## config.mk

```make
export PLATFORM = sky130hd
export DESIGN_NAME = hit_resolver
export DESIGN_NICKNAME = d
export VERILOG_FILES = /design/src/rtl/hit_resolver_pkg.sv /design/src/rtl/hit_resolver_channel.sv /design/src/rtl/hit_resolver.sv
export SDC_FILE = /design/constraint.sdc
export NUM_CORES = 1
export LEC_CHECK = 0
export CAP_MARGIN = 20
export CORE_MARGIN = 1
export CORE_UTILIZATION = 55
export DETAILED_ROUTE_END_ITERATION = 7
export PLACE_DENSITY = 0.86
export SLEW_MARGIN = 20
export SYNTH_ARGS = -nofsm -noshare
export SYNTH_HDL_FRONTEND = slang
export SYNTH_SLANG_ARGS = --single-unit
```

## constraint.sdc

```tcl
create_clock -name clk -period 2.3 [get_ports clk]
set_clock_uncertainty 0.1 [all_clocks]
set_input_delay 0.46 -clock clk [delete_from_list [all_inputs] [get_ports clk]]
set_output_delay 0.46 -clock clk [all_outputs]
set_load 0.01 [all_outputs]
```

## src/rtl/hit_resolver_pkg.sv

```systemverilog
// Shared encodings for the hit resolver: detector flags, round winner codes
// and the per-player channel states.
package hit_resolver_pkg;

  localparam logic [1:0] HIT_NONE  = 2'b00;
  localparam logic [1:0] HIT_BASIC = 2'b01;
  localparam logic [1:0] HIT_DIR   = 2'b10;

  localparam logic [1:0] WIN_NONE  = 2'b00;
  localparam logic [1:0] WIN_P1    = 2'b01;
  localparam logic [1:0] WIN_P2    = 2'b10;
  localparam logic [1:0] WIN_DRAW  = 2'b11;

  typedef enum logic [1:0] {
    CH_ARMED   = 2'b00,
    CH_STUN    = 2'b01,
    CH_LOCKOUT = 2'b10,
    CH_KO      = 2'b11
  } ch_state_e;

endpackage

```

## src/rtl/hit_resolver_channel.sv

```systemverilog
// One player's damage channel: turns a level hit flag into a single hit per
// contact, tracks health, and runs hitstun plus re-arm lockout.
module hit_channel
  import hit_resolver_pkg::*;
#(
  parameter int HEALTH_W    = 4,
  parameter int HEALTH_INIT = 10,
  parameter int DMG_BASIC   = 1,
  parameter int DMG_DIR     = 2,
  parameter int STUN_W      = 5,
  parameter int STUN_BASIC  = 10,
  parameter int STUN_DIR    = 16
) (
  input  logic                clk,
  input  logic                rst,
  input  logic                tick_i,
  input  logic                restart_i,
  input  logic                freeze_i,
  input  logic [1:0]          flag_i,
  output logic [HEALTH_W-1:0] health_o,
  output logic                stun_o,
  output logic                hit_pulse_o,
  output logic                ko_o
);

  ch_state_e             state_q;
  logic [HEALTH_W-1:0]   health_q, health_d, dmg;
  logic [STUN_W-1:0]     cnt_q, stun_len;
  logic                  pulse_q;
  logic                  hit_valid;

  // NOTE: every signal assigned here gets a default first so no latch is inferred.
  always_comb begin
    dmg      = HEALTH_W'(DMG_BASIC);
    stun_len = STUN_W'(STUN_BASIC);
    if (flag_i == HIT_DIR) begin
      dmg      = HEALTH_W'(DMG_DIR);
      stun_len = STUN_W'(STUN_DIR);
    end
    // Saturate at zero so a low-health player never wraps to full.
    health_d  = (health_q <= dmg) ? '0 : health_q - dmg;
    hit_valid = !freeze_i && (flag_i == HIT_BASIC || flag_i == HIT_DIR);
  end

  // NOTE: sequential state uses non-blocking assignments only.
  always_ff @(posedge clk or posedge rst) begin
    if (rst) begin
      state_q  <= CH_ARMED;
      health_q <= HEALTH_W'(HEALTH_INIT);
      cnt_q    <= '0;
      pulse_q  <= 1'b0;
    end else begin
      pulse_q <= 1'b0;
      if (restart_i) begin
        state_q  <= CH_ARMED;
        health_q <= HEALTH_W'(HEALTH_INIT);
        cnt_q    <= '0;
      end else if (tick_i) begin
        case (state_q)
          CH_ARMED: begin
            if (hit_valid) begin
              health_q <= health_d;
              cnt_q    <= stun_len;
              pulse_q  <= 1'b1;
              state_q  <= (health_d == '0) ? CH_KO : CH_STUN;
            end
          end
          CH_STUN: begin
            if (cnt_q == STUN_W'(1)) begin
              cnt_q   <= '0;
              state_q <= CH_LOCKOUT;
            end else begin
              cnt_q <= cnt_q - STUN_W'(1);
            end
          end
          // A flag held through stun must drop to none before re-arming.
          CH_LOCKOUT: if (flag_i == HIT_NONE) state_q <= CH_ARMED;
          CH_KO:      state_q <= CH_KO;
          default:    state_q <= CH_ARMED;
        endcase
      end
    end
  end

  assign health_o    = health_q;
  assign stun_o      = (state_q == CH_STUN);
  assign hit_pulse_o = pulse_q;
  assign ko_o        = (state_q == CH_KO);

endmodule

```

## src/rtl/hit_resolver.sv

```systemverilog
// Frame-rate hit sequencer: two player damage channels plus round-over and
// winner resolution.
module hit_resolver
  import hit_resolver_pkg::*;
#(
  parameter int HEALTH_W    = 4,
  parameter int HEALTH_INIT = 10,
  parameter int DMG_BASIC   = 1,
  parameter int DMG_DIR     = 2,
  parameter int STUN_W      = 5,
  parameter int STUN_BASIC  = 10,
  parameter int STUN_DIR    = 16
) (
  input  logic                clk,
  input  logic                rst,
  input  logic                frame_tick,
  input  logic                round_start,
  input  logic [1:0]          p1_hit_flag,
  input  logic [1:0]          p2_hit_flag,
  output logic [HEALTH_W-1:0] p1_health,
  output logic [HEALTH_W-1:0] p2_health,
  output logic                p1_stun,
  output logic                p2_stun,
  output logic                p1_hit_pulse,
  output logic                p2_hit_pulse,
  output logic                game_over,
  output logic [1:0]          winner
);

  logic p1_ko, p2_ko;

  // KO is sticky until round_start, so decoding it gives a latched result;
  // once set, the freeze stops the survivor's health from moving.
  assign game_over = p1_ko | p2_ko;
  assign winner    = p1_ko ? (p2_ko ? WIN_DRAW : WIN_P2)
                           : (p2_ko ? WIN_P1 : WIN_NONE);

  hit_channel #(
    .HEALTH_W(HEALTH_W), .HEALTH_INIT(HEALTH_INIT), .DMG_BASIC(DMG_BASIC),
    .DMG_DIR(DMG_DIR), .STUN_W(STUN_W), .STUN_BASIC(STUN_BASIC), .STUN_DIR(STUN_DIR)
  ) u_p1 (
    .clk(clk), .rst(rst), .tick_i(frame_tick), .restart_i(round_start),
    .freeze_i(game_over), .flag_i(p1_hit_flag), .health_o(p1_health),
    .stun_o(p1_stun), .hit_pulse_o(p1_hit_pulse), .ko_o(p1_ko)
  );

  hit_channel #(
    .HEALTH_W(HEALTH_W), .HEALTH_INIT(HEALTH_INIT), .DMG_BASIC(DMG_BASIC),
    .DMG_DIR(DMG_DIR), .STUN_W(STUN_W), .STUN_BASIC(STUN_BASIC), .STUN_DIR(STUN_DIR)
  ) u_p2 (
    .clk(clk), .rst(rst), .tick_i(frame_tick), .restart_i(round_start),
    .freeze_i(game_over), .flag_i(p2_hit_flag), .health_o(p2_health),
    .stun_o(p2_stun), .hit_pulse_o(p2_hit_pulse), .ko_o(p2_ko)
  );

endmodule

```

==> flow_summary.yaml, run 1 <==
run_status:
  status: "finished clean"
pwr:
  p_sw_mw: 0.552
  power_frac_seq_pct: 38.1
  sw_frac_of_total_pct: 39.0
  pwr_density_cell_nw_per_um2: 576
  comb_power_share_pct: 47.1
  clkPwrFrac_pct: 14.8
  peakVddDrop_uv: 481
  internal_power_mw: 0.865
  p_leak_nw: 1.12
finish:
  diodes: 0
  fin_util_pct: 80.6
  nets: 281
  drive_gt1_share_pct: 28.5
  area_delta_synth_final_pct: 39.1
critical_path:
  cpPeakStageDelay_ps: 530
  cp_max_fo: 4
  critPathCaptureType: "output pin"
  start_kind: "register"
  path_buf_inv: 2
  reg2reg_slack_ps: 90
  path_delay_family: "buffers and inverters"
  path_cells: "ha_1 -> buf_4 -> clkdlybuf4s50_1"
  critPathArrivalTime_ps: 1690
  slowest_stage: "clkdlybuf4s50_1"
  worstSetupPathType: "reg -> out"
  worstPathRequired_ps: 1740
timing:
  rsz0062_at_grt: "true"
  period_needed_ps: 2250
  fin_tns_setup_ps: 0
  worst_slew_pin_slew_ps: 541
  slew_headroom_pct: 63.7
  finalCritPeriodShare_pct: 97.8
  finalHoldViolations: 0
  fmax_mhz: 444
  fin_hold_ws_ps: 347
  setup_viol: 0
  drv_slew: 0
logic_synthesis:
  syn_avg_cell_area_sq_um: 9.16
  synth_top_flop_cell: "dfrtp_1"
  ys_top_cells_by_area: "dfrtp_1 (28%), ha_1 (14%), dfstp_2 (5.9%), inv_1 (5.3%), o21ai_0 (3.4%)"
  synth_cells: 193
  synth_nets: 223
  ys_seq_elements: 24
  async_reset_ff_share_pct: 100
  ys_types: 44
  synth_top_area_share_pct: 28.3
  synth_edf_count: 0
  yosysSeqAreaShare_pct: 34.3
  ys.warnings.count: 0
  synth_area_leader_cell: "dfrtp_1"
  synthesis.area_sq_um: 1770
route:
  vias: 1839
  wl_mm: 5.82
  ant_nets: 0
  dr.pass1.iters: 4
  avgViaCountPerCell: 6.28
  routedWlPerCell_um: 19.9
  drt-initial-drc-count: 152
  drc: 0
clocking:
  clk_path_buf_depth: 2
  cts_hold_buf: 0
  cts_tree: "yes"
  cts_buffers: 3
  cts_root_buf: "clkbuf_4"
  clk_latency_ps: 350
  cts_sinks: 24
  clkSlewWorstSetupHoldPaths_ps: 150
  htreeDepth: 1
die:
  dieArea_sq_um: 3450
  die_y_um: 58.7
  start_util_pct: 57.9
  die_w_um: 58.7
  coreArea_sq_um: 3050
  ios: 23
  rows: 20
job:
  drv_cap: 0
place:
  finalWeightedCongestion: 0.846
  io_buffers: 22
  dp_hpwl_mm: 3.48
grt:
  overflow: 0
  grt_pass1_vias: 1879
  grt_pass1_wl_mm: 9.07
  antenna_found_initial: 0
  grt_max_degree: 25
  grt.total_usage_pct: 35.8
hold_path:
  holdCritPathClass: "in -> async"
[metrics by stage]
stage / area [sq um] / std cells / setup slack [ps] / power, mW
2_1_floorplan: 1790 / 193 / 46.5 / 0.863
3_3_place_gp: 2270 / 284 / -453 / 1.06
3_5_place_dp: 2270 / 284 / -651 / 1.10
4_1_cts: 2400 / 293 / -59.5 / 1.34
5_1_grt: 2460 / 293 / -10.9 / 1.49
6_report: 2460 / 293 / 50.0 / 1.42
[registers in the layout, summed over array words and instances, names as in the netlist]
signal / count
u_p2.cnt_q: 5
u_p1.hit_pulse_o: 1
u_p1.state_q: 2
u_p2.health_o: 4
u_p1.cnt_q: 5
u_p2.hit_pulse_o: 1
u_p2.state_q: 2
u_p1.health_o: 4
[final timing paths]
| check | from | to | cells after the start |
|---|---|---|---|
| max | u_p2.state_q[1] | winner[0] | 3 |
| min | rst | u_p1.cnt_q[0] | 3 |
| max reg2reg | u_p2.state_q[0] | u_p1.health_o[3] | 7 |
| min reg2reg | u_p2.cnt_q[1] | u_p2.cnt_q[1] | 1 |
| max in group asynchronous | rst | u_p2.health_o[3] | 3 |
| min in group clk | u_p2.cnt_q[1] | u_p2.cnt_q[1] | 1 |
[cell type report]
class / count / area, sq um
well taps: 44 / 55.1
clock buffers: 3 / 22.5
fillers: 179 / 593
inverters: 25 / 96.3
flip-flops and latches: 24 / 606
repair buffers: 58 / 488
multi-input cells: 139 / 1190
[synthesized netlist by cell type, types with 2 or more instances]
master / instances
nor2_1: 13
or4b_1: 2
nor2b_1: 3
o31ai_1: 4
nand3_1: 4
buf_4: 2
a311oi_1: 2
a31oi_1: 2
fa_1: 2
ha_1: 20
a311o_1: 3
dfrtp_1: 20
clkbuf_1: 2
or3_1: 3
inv_1: 25
o221a_2: 2
dfstp_2: 4
a221o_1: 2
a211oi_1: 6
nor3b_1: 4
a21oi_1: 10
nand2b_1: 7
or4_1: 6
a211o_1: 2
o21ai_0: 12
nor3_1: 4
nand2_1: 7
nand3b_1: 2
xnor2_1: 3
[worst min-delay path, delay by kind of cell]
family | cells | cell delay [ps]
buffers and inverters | 3 | 760
[layer usage]
layer / global-route usage, % / wire (um) / vias to the layer above
li1: - / - / 812
met1: 43.6 / 2280 / 895
met2: 58.9 / 2930 / 104
met3: 4.84 / 376 / 28
met4: 24.8 / 234 / 0
met5: 0 / 0 / -
[power groups by stage]
stage / Combinational [mW] / Clock, mW / Sequential [mW]
after floorplan: 0.329 / 0 / 0.534
after global routing: 0.717 / 0.225 / 0.546
final: 0.667 / 0.210 / 0.540
after CTS: 0.609 / 0.197 / 0.531
after global placement: 0.524 / 0 / 0.534
after detailed placement: 0.556 / 0 / 0.539
[placed cells by master, fill, tap and decap left out, types with 3 or more instances in the layout]
cell | netlist | final
inv_1 | 25 | 21
a21oi_1 | 10 | 10
a211oi_1 | 6 | 5
o21ai_0 | 12 | 12
nor2b_1 | 3 | 3
dlygate4sd2_1 | 0 | 4
or3_1 | 3 | 3
nand3_1 | 4 | 3
dfrtp_1 | 20 | 20
nor2_1 | 13 | 13
nand2b_1 | 7 | 7
ha_1 | 20 | 13
buf_4 | 2 | 36
dfstp_2 | 4 | 4
ha_4 | 0 | 5
a311o_1 | 3 | 3
nor3_1 | 4 | 3
clkbuf_4 | 0 | 3
nand2_1 | 7 | 7
or4_1 | 6 | 5
clkdlybuf4s50_1 | 0 | 17
inv_2 | 0 | 3
[repair_timing]
item,4_1_cts,5_1_grt
setup buffers,6,0
resized for setup,20,11
pin swaps,12,6
endpoints found under the setup margin,17,10
[kinds of logic after synthesis]
logic type / after synthesis / share of synthesized area [%]
AO/OA/AOI/OAI: 54 / 21.4
XOR/XNOR: 3 / 1.49
adder cells (fa/ha/maj): 22 / 16.4
buffers and inverters: 30 / 6.79
flip-flops: 24 / 34.3
AND/OR/NAND/NOR: 60 / 19.7
No activity file was read; power rests on OpenSTA's default activity.
==> run 2, diff against run 1 <==
==> constraint.sdc (replaced) <==
create_clock -name clk -period 2.3 [get_ports clk]
set_clock_uncertainty 0.1 [all_clocks]
set_input_delay 0.575 -clock clk [delete_from_list [all_inputs] [get_ports clk]]
set_output_delay 0.575 -clock clk [all_outputs]
set_load 0.01 [all_outputs]
==> flow_summary.yaml, run 2 (synthesis gave the netlist of run 1 again) <==
critical_path:
  path_cells: "dlygate4sd2_1 -> inv_1 -> ha_4 -> inv_4 -> buf_4 -> fa_2 -> a211oi_4 -> buf_4 -> a311oi_2 -> o32ai_1"
  worstSetupPathType: "in -> reg"
  cp_max_fo: 4
  slowest_stage: "fa_2"
  cpPeakStageDelay_ps: 420
  cp_common_cell: "buf_4"
  crit_path_start: "p2_hit_flag[0]"
  critPathArrivalTime_ps: 2410
  start_kind: "primary input"
  r2r-start: "u_p2.state_q[1]"
  worstPathRequired_ps: 2430
  critPathCaptureType: "register"
clocking:
  htreeDepth: 1
  cts_tree: "yes"
  cts_hold_buf: 0
  clk_path_buf_depth: 2
  cts_root_buf: "clkbuf_4"
  clk_latency_ps: 330
  cts_sinks: 24
  cts_buffers: 3
  clkSlewWorstSetupHoldPaths_ps: 140
pwr:
  pwr_density_cell_nw_per_um2: 576
  p_total_mw: 1.44
  peakVddDrop_uv: 361
  p_leak_nw: 1.13
die:
  ios: 23
  coreArea_sq_um: 3050
  die_w_um: 58.7
  die_y_um: 58.7
  rows: 20
  start_util_pct: 57.9
  dieArea_sq_um: 3450
timing:
  fmax_mhz: 439
  setup_viol: 0
  finalCritPeriodShare_pct: 99.1
  period_needed_ps: 2280
  fin_tns_setup_ps: 0
  drv_slew: 0
  slew_headroom_pct: 44.6
  fin_hold_ws_ps: 456
  finalHoldViolations: 0
  worst_slew_pin_slew_ps: 824
finish:
  fillCellCount: 202
  layout_commonest_cell: "buf_4"
  fin_util_pct: 81.6
  nets: 278
  area_delta_synth_final_pct: 40.9
  drive_gt1_share_pct: 31.2
  largestRegisters: "u_p1.cnt_q x5, u_p2.cnt_q x5"
  regArea_sq_um: 608
  multi_input_area_sq_um: 1230
  diodes: 0
  final_cell_mix: "buf_4 (33), inv_1 (19), dfrtp_1 (18), clkdlybuf4s50_1 (14), nor2_1 (13)"
grt:
  grt_pass1_vias: 1838
  antenna_found_initial: 0
  grt_max_degree: 25
  overflow: 0
  grt.total_usage_pct: 33.4
  grt_pass1_wl_mm: 8.61
place:
  finalWeightedCongestion: 0.868
  dp_hpwl_mm: 3.55
  io_buffers: 22
route:
  routedWlPerCell_um: 18.2
  drc: 0
  drt-initial-drc-count: 158
  wl_mm: 5.28
  avgViaCountPerCell: 6.27
  vias: 1826
  ant_nets: 0
  dr.pass1.iters: 4
hold_path:
  holdCritPathClass: "reg -> reg"
  min-delay-start: "u_p2.cnt_q[4]"
run_status:
  status: "finished clean"
job:
  drv_cap: 0
## run 2: layout make-up
type                            instances  share of cell area, %
Clock buffer                            4                   1.46
Inverter                               25                   3.97
Multi-Input combinational cell        139                   49.4
Sequential cell                        24                   24.4
Tap cell                               44                   2.21
Timing Repair Buffer                   55                   18.5
## run 2: worst max-delay path, delay by kind of cell
kind	cells	cell delay, ps
compound gates	3	560
fa+ha+maj	2	580
buf+inv	5	690
## run 2: path summary, 6_finish.rpt
path                               endpoint  slack [ps]  cells past startpoint
max                         u_p2.state_q[1]          20                     10
min                           u_p2.cnt_q[4]         460                      2
max reg2reg                u_p2.health_o[2]         120                      6
min reg2reg                   u_p2.cnt_q[4]         460                      2
max in group asynchronous  u_p1.health_o[1]        1320                      3
min in group asynchronous     u_p2.cnt_q[3]         480                      3
## run 2: stage by stage
| stage | instance area, sq um | cells | setup WS, ps |
|---|---|---|---|
| after global routing | 2490 | 291 | -22.6 |
| after floorplan | 1810 | 193 | -4.58 |
| after global placement | 2270 | 282 | -527 |
| after detailed placement | 2270 | 282 | -655 |
| after CTS | 2450 | 291 | 5.72 |
| final | 2490 | 291 | 21.7 |
## run 2: per-layer routing
| metal | vias up | share of wire [%] | track usage [%] |
|---|---|---|---|
| li1 | 809 | - | - |
| met1 | 907 | 39 | 39.3 |
| met2 | 96 | 53 | 59.6 |
| met3 | 14 | 5.1 | 3.74 |
| met4 | 0 | 2.7 | 17.7 |
| met5 | - | 0 | 0 |
## run 2: repair_timing
action / in CTS / in global routing
cloned: 0 / 0
pin swaps: 13 / 4
gates resized for setup: 29 / 11
buffers inserted: 5 / 0
setup endpoints to repair: 21 / 10
## run 2: where the power goes
| part | switching (mW) | internal [mW] | leakage [nW] |
|---|---|---|---|
| clock network | 0.139 | 0.0970 | 0.0210 |
| registers | 0.0663 | 0.477 | 0.309 |
| logic | 0.328 | 0.329 | 0.805 |
